### src/rtl/operand_fetch_pkg.sv
// Shared RV32 decode helpers for the operand-fetch stage: opcode constants,
// instruction field slices and per-opcode source/destination usage.
package operand_fetch_pkg;

    localparam logic [6:0] OPC_LUI    = 7'b0110111;
    localparam logic [6:0] OPC_AUIPC  = 7'b0010111;
    localparam logic [6:0] OPC_JAL    = 7'b1101111;
    localparam logic [6:0] OPC_JALR   = 7'b1100111;
    localparam logic [6:0] OPC_BRANCH = 7'b1100011;
    localparam logic [6:0] OPC_LOAD   = 7'b0000011;
    localparam logic [6:0] OPC_STORE  = 7'b0100011;
    localparam logic [6:0] OPC_ARI_I  = 7'b0010011;
    localparam logic [6:0] OPC_ARI_R  = 7'b0110011;

    function automatic logic [6:0] opc_of(input logic [31:0] inst);
        return inst[6:0];
    endfunction

    function automatic logic [4:0] rd_of(input logic [31:0] inst);
        return inst[11:7];
    endfunction

    function automatic logic [4:0] rs1_of(input logic [31:0] inst);
        return inst[19:15];
    endfunction

    function automatic logic [4:0] rs2_of(input logic [31:0] inst);
        return inst[24:20];
    endfunction

    // Unknown opcodes are treated as reading rs1 so a load-use hazard is never missed.
    function automatic logic uses_rs1(input logic [6:0] opc);
        case (opc)
            OPC_LUI, OPC_AUIPC, OPC_JAL:                               return 1'b0;
            OPC_JALR, OPC_BRANCH, OPC_LOAD, OPC_STORE, OPC_ARI_I,
            OPC_ARI_R:                                                 return 1'b1;
            default:                                                   return 1'b1;
        endcase
    endfunction

    function automatic logic uses_rs2(input logic [6:0] opc);
        case (opc)
            OPC_ARI_R, OPC_STORE, OPC_BRANCH: return 1'b1;
            default:                          return 1'b0;
        endcase
    endfunction

    function automatic logic has_rd(input logic [6:0] opc);
        case (opc)
            OPC_STORE, OPC_BRANCH: return 1'b0;
            default:               return 1'b1;
        endcase
    endfunction

endpackage

### src/rtl/operand_fetch_bypass_mux.sv
// Per-operand bypass mux: picks the youngest in-flight result for one source
// register, falling back to the register-file read data.
module operand_fetch_bypass_mux
    import operand_fetch_pkg::*;
#(
    parameter int XLEN = 32
) (
    input  logic [4:0]      addr,
    input  logic [XLEN-1:0] rf_val,
    input  logic            ex_we,
    input  logic            ex_is_load,
    input  logic [4:0]      ex_wa,
    input  logic [XLEN-1:0] ex_wd,
    input  logic            mem_we,
    input  logic [4:0]      mem_wa,
    input  logic [XLEN-1:0] mem_wd,
    input  logic            wb_we,
    input  logic [4:0]      wb_wa,
    input  logic [XLEN-1:0] wb_wd,
    output logic [XLEN-1:0] fwd_val
);

    // WB must be bypassed too: the register file does not write through.
    always_comb begin
        fwd_val = rf_val;
        if (addr == 5'd0) begin
            fwd_val = '0;
        end else if (ex_we && !ex_is_load && ex_wa == addr) begin
            fwd_val = ex_wd;
        end else if (mem_we && mem_wa == addr) begin
            fwd_val = mem_wd;
        end else if (wb_we && wb_wa == addr) begin
            fwd_val = wb_wd;
        end
    end

endmodule

### src/rtl/operand_fetch.sv
// Decode/operand-fetch stage: register-file addressing, EX/MEM/WB bypass,
// load-use bubble insertion and the valid/ready pipeline register toward EX.
module operand_fetch
    import operand_fetch_pkg::*;
#(
    parameter int XLEN  = 32,
    parameter int CNT_W = 16
) (
    input  logic             clk,
    input  logic             rst_n,
    input  logic             if_valid,
    output logic             if_ready,
    input  logic [31:0]      if_inst,
    input  logic [XLEN-1:0]  if_pc,
    output logic [4:0]       rf_ra1,
    output logic [4:0]       rf_ra2,
    input  logic [XLEN-1:0]  rf_rd1,
    input  logic [XLEN-1:0]  rf_rd2,
    input  logic             ex_we,
    input  logic [4:0]       ex_wa,
    input  logic             ex_is_load,
    input  logic [XLEN-1:0]  ex_wd,
    input  logic             mem_we,
    input  logic [4:0]       mem_wa,
    input  logic [XLEN-1:0]  mem_wd,
    input  logic             wb_we,
    input  logic [4:0]       wb_wa,
    input  logic [XLEN-1:0]  wb_wd,
    input  logic             flush,
    output logic             id_valid,
    input  logic             id_ready,
    output logic [XLEN-1:0]  id_pc,
    output logic [31:0]      id_inst,
    output logic [XLEN-1:0]  id_rs1_val,
    output logic [XLEN-1:0]  id_rs2_val,
    output logic [4:0]       id_rd,
    output logic [CNT_W-1:0] stall_cnt
);

    logic [6:0]      opc;
    logic [4:0]      rs1;
    logic [4:0]      rs2;
    logic [XLEN-1:0] fwd1;
    logic [XLEN-1:0] fwd2;
    logic            adv;
    logic            haz;

    assign opc    = opc_of(if_inst);
    assign rs1    = rs1_of(if_inst);
    assign rs2    = rs2_of(if_inst);
    assign rf_ra1 = rs1;
    assign rf_ra2 = rs2;

    operand_fetch_bypass_mux #(.XLEN(XLEN)) u_byp1 (
        .addr       (rs1),
        .rf_val     (rf_rd1),
        .ex_we      (ex_we),
        .ex_is_load (ex_is_load),
        .ex_wa      (ex_wa),
        .ex_wd      (ex_wd),
        .mem_we     (mem_we),
        .mem_wa     (mem_wa),
        .mem_wd     (mem_wd),
        .wb_we      (wb_we),
        .wb_wa      (wb_wa),
        .wb_wd      (wb_wd),
        .fwd_val    (fwd1)
    );

    operand_fetch_bypass_mux #(.XLEN(XLEN)) u_byp2 (
        .addr       (rs2),
        .rf_val     (rf_rd2),
        .ex_we      (ex_we),
        .ex_is_load (ex_is_load),
        .ex_wa      (ex_wa),
        .ex_wd      (ex_wd),
        .mem_we     (mem_we),
        .mem_wa     (mem_wa),
        .mem_wd     (mem_wd),
        .wb_we      (wb_we),
        .wb_wa      (wb_wa),
        .wb_wd      (wb_wd),
        .fwd_val    (fwd2)
    );

    assign adv = !id_valid || id_ready;
    assign haz = if_valid && ex_we && ex_is_load && (ex_wa != 5'd0) &&
                 ((uses_rs1(opc) && rs1 == ex_wa) || (uses_rs2(opc) && rs2 == ex_wa));

    // A flush accepts (and discards) the wrong-path word even when it would stall.
    assign if_ready = adv && (!haz || flush);

    always_ff @(posedge clk or negedge rst_n) begin
        if (!rst_n) begin
            id_valid   <= 1'b0;
            id_pc      <= '0;
            id_inst    <= '0;
            id_rs1_val <= '0;
            id_rs2_val <= '0;
            id_rd      <= '0;
            stall_cnt  <= '0;
        end else if (flush) begin
            id_valid <= 1'b0;
        end else if (adv) begin
            if (haz) begin
                id_valid <= 1'b0;
                if (stall_cnt != '1) begin
                    stall_cnt <= stall_cnt + CNT_W'(1);
                end
            end else begin
                id_valid   <= if_valid;
                id_pc      <= if_pc;
                id_inst    <= if_inst;
                id_rs1_val <= fwd1;
                id_rs2_val <= fwd2;
                id_rd      <= has_rd(opc) ? rd_of(if_inst) : 5'd0;
            end
        end
    end

endmodule

### config.mk
export PLATFORM = sky130hd
export DESIGN_NAME = operand_fetch
export DESIGN_NICKNAME = d
export VERILOG_FILES = /design/src/rtl/operand_fetch_pkg.sv /design/src/rtl/operand_fetch_bypass_mux.sv /design/src/rtl/operand_fetch.sv
export SDC_FILE = /design/constraint.sdc
export NUM_CORES = 1
export LEC_CHECK = 0
export CAP_MARGIN = 20
export CORE_AREA = 5 5 154 156
export DETAILED_ROUTE_END_ITERATION = 12
export DIE_AREA = 0 0 159 161
export PLACE_DENSITY = 0.8
export SYNTH_ARGS = -nofsm -noshare
export SYNTH_HDL_FRONTEND = slang
export SYNTH_SLANG_ARGS = --single-unit
### constraint.sdc
create_clock -name clk -period 3.5 [get_ports clk]
set_input_delay 0.7 -clock clk [delete_from_list [all_inputs] [get_ports clk]]
set_output_delay 0.7 -clock clk [all_outputs]
set_load 0.02 [all_outputs]
# After elaboration in Yosys (flattened, before gate mapping)
# Cells that the tools add are included.
dict set report totals {
  register_bits 150
  wordCells 72
  output_inout_bits 161
}
dict set report classes {
  bitwise 2
  mux 18
  eq_ne 15
  reduce_logical 29
  n_addsub 1
}
# op count
set op_table {}
lappend op_table {{2-to-1 mux 32 bit} 8}
lappend op_table {{== test 5 bit} 8}
lappend op_table {{== test 7 x 6 -> 1 bit, second input constant} 3}
lappend op_table {{adder 16 x 1 -> 16 bit, second input constant} 1}
lappend op_table {{inequality test 16 bit, second input constant} 1}
lappend op_table {{== test 7 bit, second input constant} 2}
lappend op_table {{logical AND 1 bit} 14}
lappend op_table {{zero test 5 bit} 2}
lappend op_table {{2-to-1 mux 1 bit} 9}
lappend op_table {{== test 7 x 5 -> 1 bit, second input constant} 1}
lappend op_table {{OR reduction 3 bit} 2}
lappend op_table {{2-to-1 mux 5 bit} 1}
lappend op_table {{nonzero test 5 bit} 1}
lappend op_table {{AND reduction 4 bit} 1}
lappend op_table {{zero test 1 bit} 3}
lappend op_table {{logical OR 1 bit} 3}
lappend op_table {{AND reduction 3 bit} 1}
lappend op_table {{inverter 1 bit} 2}
lappend op_table {{nonzero test 2 bit} 1}
lappend op_table {{OR reduction 2 bit} 1}

# Longest topological paths before layout
dict set report logic_depth {
  word_depth 10
  ltp_mapped 8
  depth_no_buf 7
}

# Cells and area by module
# A second synthesis with hierarchy kept.
dict set report unflattened {
  hier_cells 749
  hier_area_um2 9435.3
}
# module instances area_each_um2 cells_per_inst
set modules_own_cells {}
lappend modules_own_cells {operand_fetch 1 6610.1 407}
lappend modules_own_cells {operand_fetch_bypass_mux 2 1412.6 171}

# Worst setup path after synthesis
# OpenSTA, ideal clock, no wires.
dict set report synth_timing {
  path_type {input to output}
  start {input port ex_wa[1]}
  end {output port if_ready}
  path_stages 8
  required_ns 2.800
  path_slack_ns 0.499
  arrival_ns 2.301
  path_cell_list {or4_1 -> o21bai_1 -> nand4b_2 -> o21a_1 -> buf_4 -> buf_2 -> nor2_1 -> nor2_1}
}
dict set report synth_via {
  elab_chain_len 7
  word_cells_on_any_way 11
}
# item line_no
set synth_lines {}
lappend synth_lines {{start, declared} operand_fetch.sv:20} ;# input logic [4:0] ex_wa,
lappend synth_lines {{== test 5 bit} operand_fetch.sv:88} ;# ((uses_rs1(opc) && rs1 == ex_wa) || (uses_rs2(opc) && rs2 == ex_wa));
lappend synth_lines {{logical AND 1 bit} operand_fetch.sv:88}
lappend synth_lines {{logical OR 1 bit} operand_fetch.sv:88}
lappend synth_lines {{logical AND 1 bit (*)} operand_fetch.sv:87} ;# assign haz = if_valid && ex_we && ex_is_load && (ex_wa != 5'd0) &&
lappend synth_lines {{zero test 1 bit (*)} operand_fetch.sv:91} ;# assign if_ready = adv && (!haz || flush);
lappend synth_lines {{logical OR 1 bit (*)} operand_fetch.sv:91}
lappend synth_lines {{logical AND 1 bit (*)} operand_fetch.sv:91}
lappend synth_lines {{end, declared} operand_fetch.sv:12} ;# output logic if_ready,
# Every way passes the cells marked *; elsewhere a longest branch is shown, timed or not.

# Final worst setup path
dict set report layout_timing {
  start {input port ex_wa[2]}
  end {output port if_ready}
}
# The elaborated chain is that of the path after synthesis.

==> results.md <==
- Placed Instances: 1394
- Synth area leader: dfrtp_1
- Ys flop type: dfrtp_1
- Lkg Pwr: 5.23 nW
- Synth cell types: 47
- RR Startpoint: stall_cnt[9]
- WP data required: 2800 ps
- Crit path cell chain: clkdlybuf4s50_1 -> or4_1 -> nor2_1 -> or3_1 -> o21a_1 -> nor2_1 -> nor2_1 -> dlygate4sd2_1
- # port buffers: 408
- Die Span X: 159 µm
- Gr usage total: 23.0%
- Core region area: 22200 µm²
- Worst path depth: 8
- Largest net degree at the start of global routing: 65
- First-pass GRT wire length: 46800 µm
- CP Capture Type: output port
- Final cell count without fillers: 1428
- Initial Utilization: 35.1%
- Synth top area share: 48.1%
- Top cells by area, synth: dfrtp_1 48%, mux2_2 8.7%, a221o_1 4.1%, mux2i_1 4.1%, xor2_1 3.5%
- Clock net sink count: 150
- Area Growth Syn to Fin: 66.0%
- Placer Congestion: 0.869
- Pre-Repair DR Iteration Count: 6
- Actual slew at the worst max-slew pin: 869 ps
- Data arrival, critical path: 2580 ps
- Asr flop ratio synth: 100%
- Total wire length: 30800 µm
- Clk_lat worst skew: 420 ps
- EDFF count, synth: 0
- Vias per inst: 5.43
- Slew headroom: 42.1%
- Worst Hold Class: in2async
- Synth warn: 0
- Cell Rows: 55
- Crit-path max FO: 2
- Final setup viols: 0
- HPWL Detailed: 23500 µm
- WL/cell: 21.6 µm
- Final Hold Slack: 228 ps
- CTS Buffer Depth: 2
- Worst R2R End: stall_cnt[6]
- Flop2flop setup slack: 1480 ps
- DRC violations left: 0
- Final hold violations: 0
- Starting DRC count in detailed routing: 443
- Max cap viols: 0
- Total grt overflow: 0
- Tcrit/Tclk final: 93.8%
- Flops & latches, synth: 150
- Setup Fix Bufs, Post-CTS: 0
- CTS tree: yes
- Root buffer cell: clkbuf_16
- Startpoint Class: input pin
- PD cells: 422 nW/µm²
- Final min period: 3280 ps
- CTS Buf Count: 17
- DP Worst Slack: -61.4 ps
- CP bufs+invs: 2
- Vias after detailed routing: 7750
- Slowest cell on crit path: or4_1
- Worst setup margin: 217 ps
- Die H: 161 µm
- Avg Cell Area, Syn: 10.7 µm²
- CP most frequent cell: nor2_1
- Largest vdd supply drop: 0.286 mV
- Syn nets: 976
- Antenna Violating Nets Remaining: 0
- Status: finished clean
- Cell family with most CP delay: simple AND/OR/NAND/NOR gates
- Pins Over Slew Limit: 0
- Vias in the first global route: 8064
- FMAX: 305 MHz
- Register area share after synthesis: 48.1%
- Post-layout nets: 1377
- Die ar.: 25600 µm²
- Clock Skew: 9.49 ps
- Max incr delay on CP: 540 ps
- Worst Reg-to-Reg Cells: 6
- Initial antenna violation count: 2
- Mapped Cells: 727
- Unrepaired setup endpoints after global routing: no
- Share of layout cells above drive strength 1: 13.1%
- IO Count: 409
- Depth of the CTS H-tree: 4
- Setup Crit Path Kind: in2out
- Clock slew at reported path FFs: 70 ps
- Mapped Area: 7800 µm²
-- where the power goes --
group	leakage, nW	internal [mW]	switching (mW)
Clock	0.295	0.969	0.873
Combinational	3.10	0.847	0.718
Sequential	1.83	1.94	0.116
Total	5.23	3.75	1.71
-- flip-flops by register name (all words and copies together), names as in the netlist --
register / flops
id_inst: 32
id_pc: 32
id_rd: 5
id_rs1_val: 32
id_rs2_val: 32
id_valid: 1
stall_cnt: 16
-- what timing repair did --
action	4_1_cts	5_1_grt
resized for setup	1	0
endpoints found under the hold margin	0	0
endpoints found under the setup margin	1	0
hold buffers	0	0
-- through the flow --
| stage | power (mW) | util [%] | TNS [ps] | area, µm² |
|---|---|---|---|---|
| 2_1_floorplan | 2.71 | - | 0 | 7800 |
| 3_3_place_gp | 3.63 | 55.5 | -28.1 | 12300 |
| 3_5_place_dp | 3.66 | 55.5 | -61.4 | 12300 |
| 4_1_cts | 5.51 | 58.2 | 0 | 12900 |
| 5_1_grt | 5.70 | 58.3 | 0 | 12900 |
| 6_report | 5.46 | 58.3 | 0 | 12900 |
-- worst max-delay path by stage --
stage / from / endpoint
6_report: ex_wa[2] / if_ready
5_1_grt: ex_wa[2] / if_ready
3_3_place_gp: ex_wa[2] / if_ready
2_1_floorplan: ex_wa[1] / if_ready
4_1_cts: ex_wa[2] / if_ready
3_5_place_dp: ex_wa[2] / if_ready
-- area by class of cell --
cell class	count	area [µm²]
tap	285	357
sequential	150	3750
fill	1866	9280
clock inverter	15	181
antenna	2	5.00
inverter	5	18.8
multi-input combinational	507	3730
timing repair buffer	447	4480
clock buffer	17	425
-- routing by layer --
layer  vias up  wire length, µm  share of wire [%]  track usage (%)
met5         -                0                  0                0
met4         0              888                2.9             8.38
met3        53             2400                7.8             6.15
met2       383            15400                 50             39.7
met1      3800            12100                 39             27.7
li1       3514                -                  -                -
-- synthesized netlist by cell type, types with 4 or more instances --
| cell type | instances |
|---|---|
| dfrtp_1 | 150 |
| mux2_2 | 60 |
| nor2_1 | 54 |
| nand2_1 | 51 |
| clkbuf_1 | 36 |
| o21ai_0 | 33 |
| a211oi_1 | 32 |
| a221o_1 | 32 |
| a22oi_1 | 32 |
| mux2i_1 | 32 |
| xor2_1 | 31 |
| a21oi_1 | 30 |
| o2bb2ai_1 | 29 |
| buf_2 | 14 |
| xnor2_1 | 14 |
| nand3_1 | 13 |
| buf_4 | 11 |
| nor3_1 | 9 |
| and3_1 | 5 |
| inv_1 | 5 |
| nand4_1 | 5 |
| o31ai_1 | 5 |
| o21ai_1 | 4 |
| or4_1 | 4 |
-- logic make-up (layout without fill, tap and decap cells) --
| logic type | Yosys count | after routing | share of synthesized area [%] |
|---|---|---|---|
| multiplexers | 92 | 92 | 12.8 |
| AND/OR/NAND/NOR | 161 | 161 | 9.80 |
| adder cells (fa/ha/maj) | 1 | 1 | 0.160 |
| AO/OA/AOI/OAI | 208 | 208 | 19.7 |
| other | 0 | 2 | 0 |
| flip-flops | 150 | 150 | 48.1 |
| buffers and inverters | 70 | 484 | 4.41 |
| XOR/XNOR | 45 | 45 | 5.05 |
-- cells in the final DEF (no fill, tap or decap), types with 5 or more instances in the layout --
cell type	instances
a22oi_1	32
mux2_2	60
a221o_1	32
o21ai_0	33
o2bb2ai_1	29
nor3_1	9
a211oi_1	32
clkdlybuf4s50_1	406
inv_8	5
dfrtp_1	150
clkbuf_16	17
o31ai_1	5
nand3_1	12
clkinv_8	5
xnor2_1	14
a21oi_1	30
nor2_1	52
buf_4	31
xor2_1	31
nand2_1	51
nand4_1	5
buf_12	8
inv_1	5
mux2i_1	32
No activity file was read; power rests on OpenSTA's default activity.
